## src/rtl/multi_prescaler.sv

```systemverilog
// multi_prescaler: NUM_CH independent clock prescalers sharing one clock and
// one phase-sync strobe. Each channel emits a one-cycle tick per period and a
// divided toggle clock. Divisor updates go through a shadow register and are
// applied only at a period boundary, so outputs never glitch.
module multi_prescaler #(
  parameter int NUM_CH    = 4,
  parameter int CNT_W     = 16,
  parameter int RESET_DIV = 0
) (
  input  logic                    clk_i,
  input  logic                    rst_i,
  input  logic [NUM_CH-1:0]       en_i,
  input  logic [NUM_CH*CNT_W-1:0] div_i,
  input  logic [NUM_CH-1:0]       load_i,
  input  logic                    sync_i,
  output logic [NUM_CH-1:0]       tick_o,
  output logic [NUM_CH-1:0]       clk_o,
  output logic [NUM_CH-1:0]       pend_o
);

  localparam logic [CNT_W-1:0] RST_DIV = CNT_W'(RESET_DIV);

  for (genvar c = 0; c < NUM_CH; c++) begin : g_ch
    logic [CNT_W-1:0] cnt_q, cnt_d;
    logic [CNT_W-1:0] div_act_q, div_act_d;
    logic [CNT_W-1:0] div_sh_q, div_sh_d;
    logic             pend_q, pend_d;
    logic             tick_q, tick_d;
    logic             clk_q, clk_d;
    logic [CNT_W-1:0] div_in;
    logic             tc;

    assign div_in = div_i[c*CNT_W +: CNT_W];
    // Terminal count: the counter never runs past the active divisor.
    assign tc     = (cnt_q == div_act_q);

    // Next-state: sync beats run/pause; a load always lands in the shadow.
    always_comb begin
      cnt_d     = cnt_q;
      div_act_d = div_act_q;
      div_sh_d  = div_sh_q;
      pend_d    = pend_q;
      tick_d    = 1'b0;
      clk_d     = clk_q;
      if (sync_i) begin
        // Restart in phase; a waiting divisor is applied with the restart.
        cnt_d = '0;
        clk_d = 1'b0;
        if (pend_q) begin
          div_act_d = div_sh_q;
          pend_d    = 1'b0;
        end
      end else if (en_i[c]) begin
        if (tc) begin
          cnt_d  = '0;
          tick_d = 1'b1;
          clk_d  = ~clk_q;
          // A load coinciding with terminal count supersedes the older
          // pending value; the fresh one applies at the following boundary.
          if (pend_q && !load_i[c]) begin
            div_act_d = div_sh_q;
            pend_d    = 1'b0;
          end
        end else begin
          cnt_d = cnt_q + CNT_W'(1);
        end
      end else if (pend_q) begin
        // Paused channel: no boundary will come, so apply now from zero.
        div_act_d = div_sh_q;
        pend_d    = 1'b0;
        cnt_d     = '0;
      end
      if (load_i[c]) begin
        div_sh_d = div_in;
        pend_d   = 1'b1;
      end
    end

    // Channel state registers with synchronous reset.
    always_ff @(posedge clk_i) begin
      if (rst_i) begin
        cnt_q     <= '0;
        div_act_q <= RST_DIV;
        div_sh_q  <= RST_DIV;
        pend_q    <= 1'b0;
        tick_q    <= 1'b0;
        clk_q     <= 1'b0;
      end else begin
        cnt_q     <= cnt_d;
        div_act_q <= div_act_d;
        div_sh_q  <= div_sh_d;
        pend_q    <= pend_d;
        tick_q    <= tick_d;
        clk_q     <= clk_d;
      end
    end

    assign tick_o[c] = tick_q;
    assign clk_o[c]  = clk_q;
    assign pend_o[c] = pend_q;
  end

endmodule

```

## config.mk

```make
export PLATFORM = sky130hd
export DESIGN_NAME = multi_prescaler
export DESIGN_NICKNAME = d
export VERILOG_FILES = /design/src/rtl/multi_prescaler.sv
export SDC_FILE = /design/constraint.sdc
export NUM_CORES = 1
export LEC_CHECK = 0
export BUFFER_PORTS_ARGS = -buffer_cell sky130_fd_sc_hd__buf_4
export CORE_MARGIN = 5
export CORE_UTILIZATION = 40
export CTS_BUF_LIST = sky130_fd_sc_hd__clkbuf_16
export DETAILED_ROUTE_END_ITERATION = 7
export GPL_TIMING_DRIVEN = 0
export PLACE_DENSITY = 0.58
export SLEW_MARGIN = 10
export SYNTH_ARGS = -nofsm -noshare
export SYNTH_HDL_FRONTEND = slang
export SYNTH_SLANG_ARGS = --single-unit
```

## constraint.sdc

```tcl
create_clock -name clk_i -period 3.02 [get_ports clk_i]
set_input_delay 0.151 -clock clk_i [delete_from_list [all_inputs] [get_ports clk_i]]
set_output_delay 0.151 -clock clk_i [all_outputs]
set_load 0.05 [all_outputs]
```

# Word level (Yosys, flattened, before mapping)

Index checks and enable logic that the tools add are counted.

Bits in registers: 204
Input port bits: 75
Output and inout bits: 12

Add/sub/neg operators: 4
Equality and inequality tests: 20
Multiplexer cells: 56
Bitwise operators: 8
Reduce and logical (&&, ||, !) cells: 29

Operators with widths:

| kind                  | number |
|---|---|
| $mux 16               | 32 |
| $add 16x1->16 const B | 4 |
| $eq 16x16->1          | 4 |
| $ne 4x1->1 const B    | 8 |
| $mux 1                | 24 |
| $ne 3x1->1 const B    | 8 |
| $reduce_and 2->1      | 12 |
| $reduce_or 3->1       | 4 |
| $not 1->1             | 8 |
| $reduce_bool 2->1     | 4 |
| $logic_and 1x1->1     | 4 |
| $logic_not 1->1       | 4 |
| $reduce_or 2->1       | 1 |

# Logic depth before layout (Yosys ltp)

Depth in word-level cells: 7
Gate-level depth with buffers: 8

# Least setup slack after synthesis

Ideal clock, no wire load.

Path kind: reg-to-reg
From: reg g_ch[2].cnt_q[0]
To: reg g_ch[2].div_act_q[10]
Library setup time: 72 ps
Data arrival time: 1,921 ps
Data required time: 2,948 ps
Setup slack: 1,027 ps
Stages on the path, launching flop included: 8
Buffers on the path: 2
Clock period less this slack: 1,993 ps
Cell sequence: dfxtp_1 > xnor2_1 > nand4_1 > or4_1 > buf_2 > o21ai_4 > buf_12 > mux2i_1

Word-level cells in the longest chain between the ends: 3

Ends and longest elaborated chain:

| element                           | line | source |
|---|---|---|
| start, declared                   | 24   | `logic [CNT_W-1:0] cnt_q, cnt_d;` |
| start signal, assigned            | 89   | `cnt_q <= cnt_d;` |
| $eq 16x16->1                      | 35   | `assign tc = (cnt_q == div_act_q);` |
| $ne 3x1->1 (no source line)       | -    |  |
| $reduce_and 2->1 (no source line) | -    |  |
| end signal, assigned              | 90   | `div_act_q <= div_act_d;` |
| end, declared                     | 25   | `logic [CNT_W-1:0] div_act_q, div_act_d;` |

No other way between the ends.
A chain may end at the register's enable or synchronous reset.

# Worst setup path in the final report

From: reg g_ch[3].cnt_q[8]
To: reg g_ch[3].div_act_q[5]

Word-level cells in the longest chain between the ends: 3

Ends and longest elaborated chain:

| element                           | line |
|---|---|
| start, declared                   | 24 |
| start signal, assigned            | 89 |
| $eq 16x16->1                      | 35 |
| $ne 3x1->1 (no source line)       | - |
| $reduce_and 2->1 (no source line) | - |
| end signal, assigned              | 90 |
| end, declared                     | 25 |

No other way between the ends.

==> qor.csv <==
stage;metric;value;unit
global_routing;grt_pass1_wl;40340;µm
clocking;cts_resized;0;
detailed_routing;post_drt_via_cell_ratio;5.046;
detailed_routing;drcViolationCount;0;
power;power.internal;4629;µW
power;p_switching;1611;µW
power;switching_share;0.2582;
clocking;clock_path_buffers;3;
setup_path;required;3.45;ns
global_routing;met3_usage;0.02631;
sta;hold_viol_final;0;
sta;max_freq;415.5;MHz
job;drv_cap;0;
layout;instances_no_fill;1555;
power;peakVddDrop;362.0;µV
die;start_util;0.4017;
sta;rsz0062_at_grt;no;
sta;period_share;0.7970;
global_routing;met2_usage;0.3048;
logic_synthesis;synth_simple_gate_area_share;0.2264;
detailed_routing;wl_per_cell;15.78;µm
logic_synthesis;synth-xor-area-share;0.07416;
setup_path;path_class;reg2reg;
logic_synthesis;synth_ff_type;dfxtp_1;
clocking;insertion_delay;0.50;ns
power;p_leak;0.004836;µW
setup_path;cp_cell_sequence;xor2_1, nor4_1, nand4_1, o21ai_2, buf_6, mux2i_1;
logic_synthesis;synth_top_family_by_area;simple AND/OR/NAND/NOR gates;
global_routing;track_usage;0.1813;
die;die_h;165.6;µm
clocking;cts-root-buf;clkbuf_16;
clocking;holdBufCountCts;66;
logic_synthesis;synthDistinctLibCells;53;
detailed_routing;drt_pass1_iterations;5;
logic_synthesis;ys.warnings.count;0;
placed_design;dp_hpwl;17620;µm
layout;drive_gt1_frac;0.1195;
logic_synthesis;synth_edf_count;0;
sta;finClkSkew;0.009629;ns
logic_synthesis;synth_fa_ha_area_frac;0.005168;
global_routing;busiest_layer;met2;
global_routing;grt_util_met1;0.2459;
layout;register_area;4084;µm²
clocking;htree_levels;1;
global_routing;overflow;0;
placed_design;numPortBuffers;81;
layout;multiInputGateArea;5165;µm²
power;power;6240;µW
power;clkPwrFrac;0.407;
sta;setup_viol;0;
detailed_routing;num_vias;7847;
die;die_w;165.6;µm
logic_synthesis;syn_inst;1044;
logic_synthesis;synth_mux_area_frac;0.1488;
placed_design;dp_slack;0.2818;ns
global_routing;grt_max_degree;13;
power;power-per-cell-area;518.7;nW/µm²
placed_design;gp_congestion;0.8661;
layout;nNetsFinal;1295;
logic_synthesis;ys_ff_latch;204;
setup_path;worst_ep_arrival_time;2.83;ns
detailed_routing;drtIter0Drc;476;
clocking;path_clk_slew;0.06;ns
sta;period_needed;2.407;ns
die;core_area;24110;µm²
clocking;numClockSinks;204;
sta;worst_slew_pin_slew;0.8542;ns
setup_path;cp-end-kind;flop;
setup_path;max_stage_delay;0.53;ns
die;die_area;27420;µm²
sta;slew_violations;0;
power;seqPwrFrac;0.458;
logic_synthesis;avgSynthCellArea;9.276;µm²
die;rows;57;
setup_path;crit_path_top_delay_cell;o21ai_2;
logic_synthesis;ys_seq_area_frac;0.4217;
layout;syn_to_final_growth;24.22;%
detailed_routing;drtAntennaViolNets;0;
global_routing;grt_pass1_vias;7789;
logic_synthesis;synth_compound_area_frac;0.07881;
hold_path;min_path_type;in2reg;
run_status;status;finished, final reports clean;
setup_path;worstSetupStartpointType;flop;
sta;fin_ws;0.6131;ns
sta;holdWs;0.05313;ns
clocking;cts_buffers;23;
global_routing;grt_antenna_before_repair;1;
power;power_frac_comb;0.135;
layout;fillers;2378;
clocking;cts_tree;yes;
die;io_pins;87;
logic_synthesis;synthesis.nets;1123;
logic_synthesis;async_reset_ff_frac;0;
clocking;post_cts_buffers;0;
placed_design;dp.cells;1449;
logic_synthesis;netlist_area;9684;µm²
detailed_routing;wl;24540;µm
sta;relSlewSlack;0.4261;
setup_path;cp_max_fo;10;
sta;fin_tns_setup;0;ns
==> cells in the mapped netlist (2+ instances only) <==
master,count,area share
dfxtp_1,204,0.42
mux2i_1,144,0.15
nand2b_1,131,0.085
nor2_1,95,0.037
xor2_1,57,0.052
nand2_1,49,0.019
clkbuf_1,46,0.018
nand3_1,37,0.019
a31oi_1,31,0.020
xnor2_1,25,0.023
nand4_1,24,0.016
o21ai_0,22,0.011
nor3_1,21,0.011
nor4_1,20,0.013
inv_1,16,0.0062
buf_4,12,0.0093
a22o_1,8,0.0072
buf_1,6,0.0023
o21a_1,6,0.0047
a21oi_1,5,0.0026
and3_1,5,0.0032
buf_2,5,0.0026
nand3b_1,5,0.0039
nor3b_1,5,0.0039
o311ai_0,5,0.0045
or3_1,5,0.0032
a31o_2,4,0.0036
and2_1,4,0.0026
buf_6,4,0.0047
ha_1,4,0.0052
o31ai_1,4,0.0031
a22oi_1,3,0.0023
and4_1,3,0.0027
or2_2,3,0.0019
a21o_1,2,0.0015
a41oi_1,2,0.0018
nor4_2,2,0.0026
o21ai_2,2,0.0018
o21ai_4,2,0.0034
o22a_1,2,0.0018
or4_1,2,0.0015
==> registers in the layout, summed over array words and instances (netlist names) <==
signal / flops
g_ch.div_sh_q: 64
g_ch.clk_q: 4
g_ch.tick_q: 4
g_ch.cnt_q: 64
g_ch.div_act_q: 64
g_ch.pend_q: 4
==> cell families after synthesis <==
| logic type | count (synthesis) |
|---|---|
| simple gates | 413 |
| xor+xnor | 82 |
| flops | 204 |
| compound gates | 107 |
| buf+inv | 90 |
| mux | 144 |
| fa+ha+maj | 4 |
==> power groups by stage <==
stage / clock network (µW) / logic [µW] / registers (µW)
global placement: 0 / 770 / 2910
global route: 2730 / 924 / 2870
floorplan: 0 / 544 / 2890
CTS: 2620 / 848 / 2860
finish: 2540 / 842 / 2860
detailed placement: 0 / 778 / 2920
==> through the flow <==
| step | instance area, µm² | util |
|---|---|---|
| after floorplan | 9684 | - |
| after global placement | 10700 | 0.4438 |
| after detailed placement | 10700 | 0.4438 |
| after CTS | 12030 | 0.4990 |
| after global routing | 12030 | 0.4991 |
| final | 12030 | 0.4991 |
==> worst paths after layout <==
path                                     startpoint              endpoint  slack, ns  cells past startpoint
worst max register to register     g_ch[3].cnt_q[8]  g_ch[3].div_act_q[5]       0.61                      6
worst max-delay path               g_ch[3].cnt_q[8]  g_ch[3].div_act_q[5]       0.61                      6
worst min register to register  g_ch[3].div_sh_q[8]  g_ch[3].div_act_q[8]       0.47                      2
worst min-delay path                        en_i[1]      g_ch[1].cnt_q[0]       0.05                      4
==> metal layers <==
metal	vias to the layer above	part of all wire
met1	3699	0.46
met2	140	0.47
met5	-	0
met4	0	0.022
met3	36	0.047
li1	3972	-
==> layout by cell type (no fill, tap or decap), drive strengths merged, types with 3 or more instances in the layout <==
master	instances
ha	4
clkbuf	69
nand2	49
nand4	24
a31o	4
a22oi	3
nor4	22
nor3b	5
a41oi	3
o21a	6
or2	3
and2	4
and4	3
a22o	8
xor2	57
nand3	37
nand3b	5
dfxtp	204
a21oi	5
o31ai	4
o311ai	5
o21ai	26
clkinv	11
and3	5
xnor2	25
or3	5
nand2b	131
mux2i	144
a31oi	31
nor2	95
inv	20
dlygate4sd3	66
nor3	21
buf	109
==> cell type report <==
class,count,area share
multi-input cells,750,0.4293
plain buffers,74,0.03120
repair buffers,147,0.1055
clock buffers,23,0.04784
diodes,1,0.0002080
flip-flops and latches,204,0.3395
inverters,16,0.004992
clock inverters,16,0.007800
well taps,324,0.03370
==> worst max-delay path: cells and delay by family, from the launching register on <==
family | cells | cell delay [ns]
AND/OR/NAND/NOR | 2 | 0.83
AO/OA/AOI/OAI | 1 | 0.53
flip-flops | 1 | 0.43
buffers and inverters | 1 | 0.25
multiplexers | 1 | 0.20
XOR/XNOR | 1 | 0.09
Power figures use the tool's default switching activity.
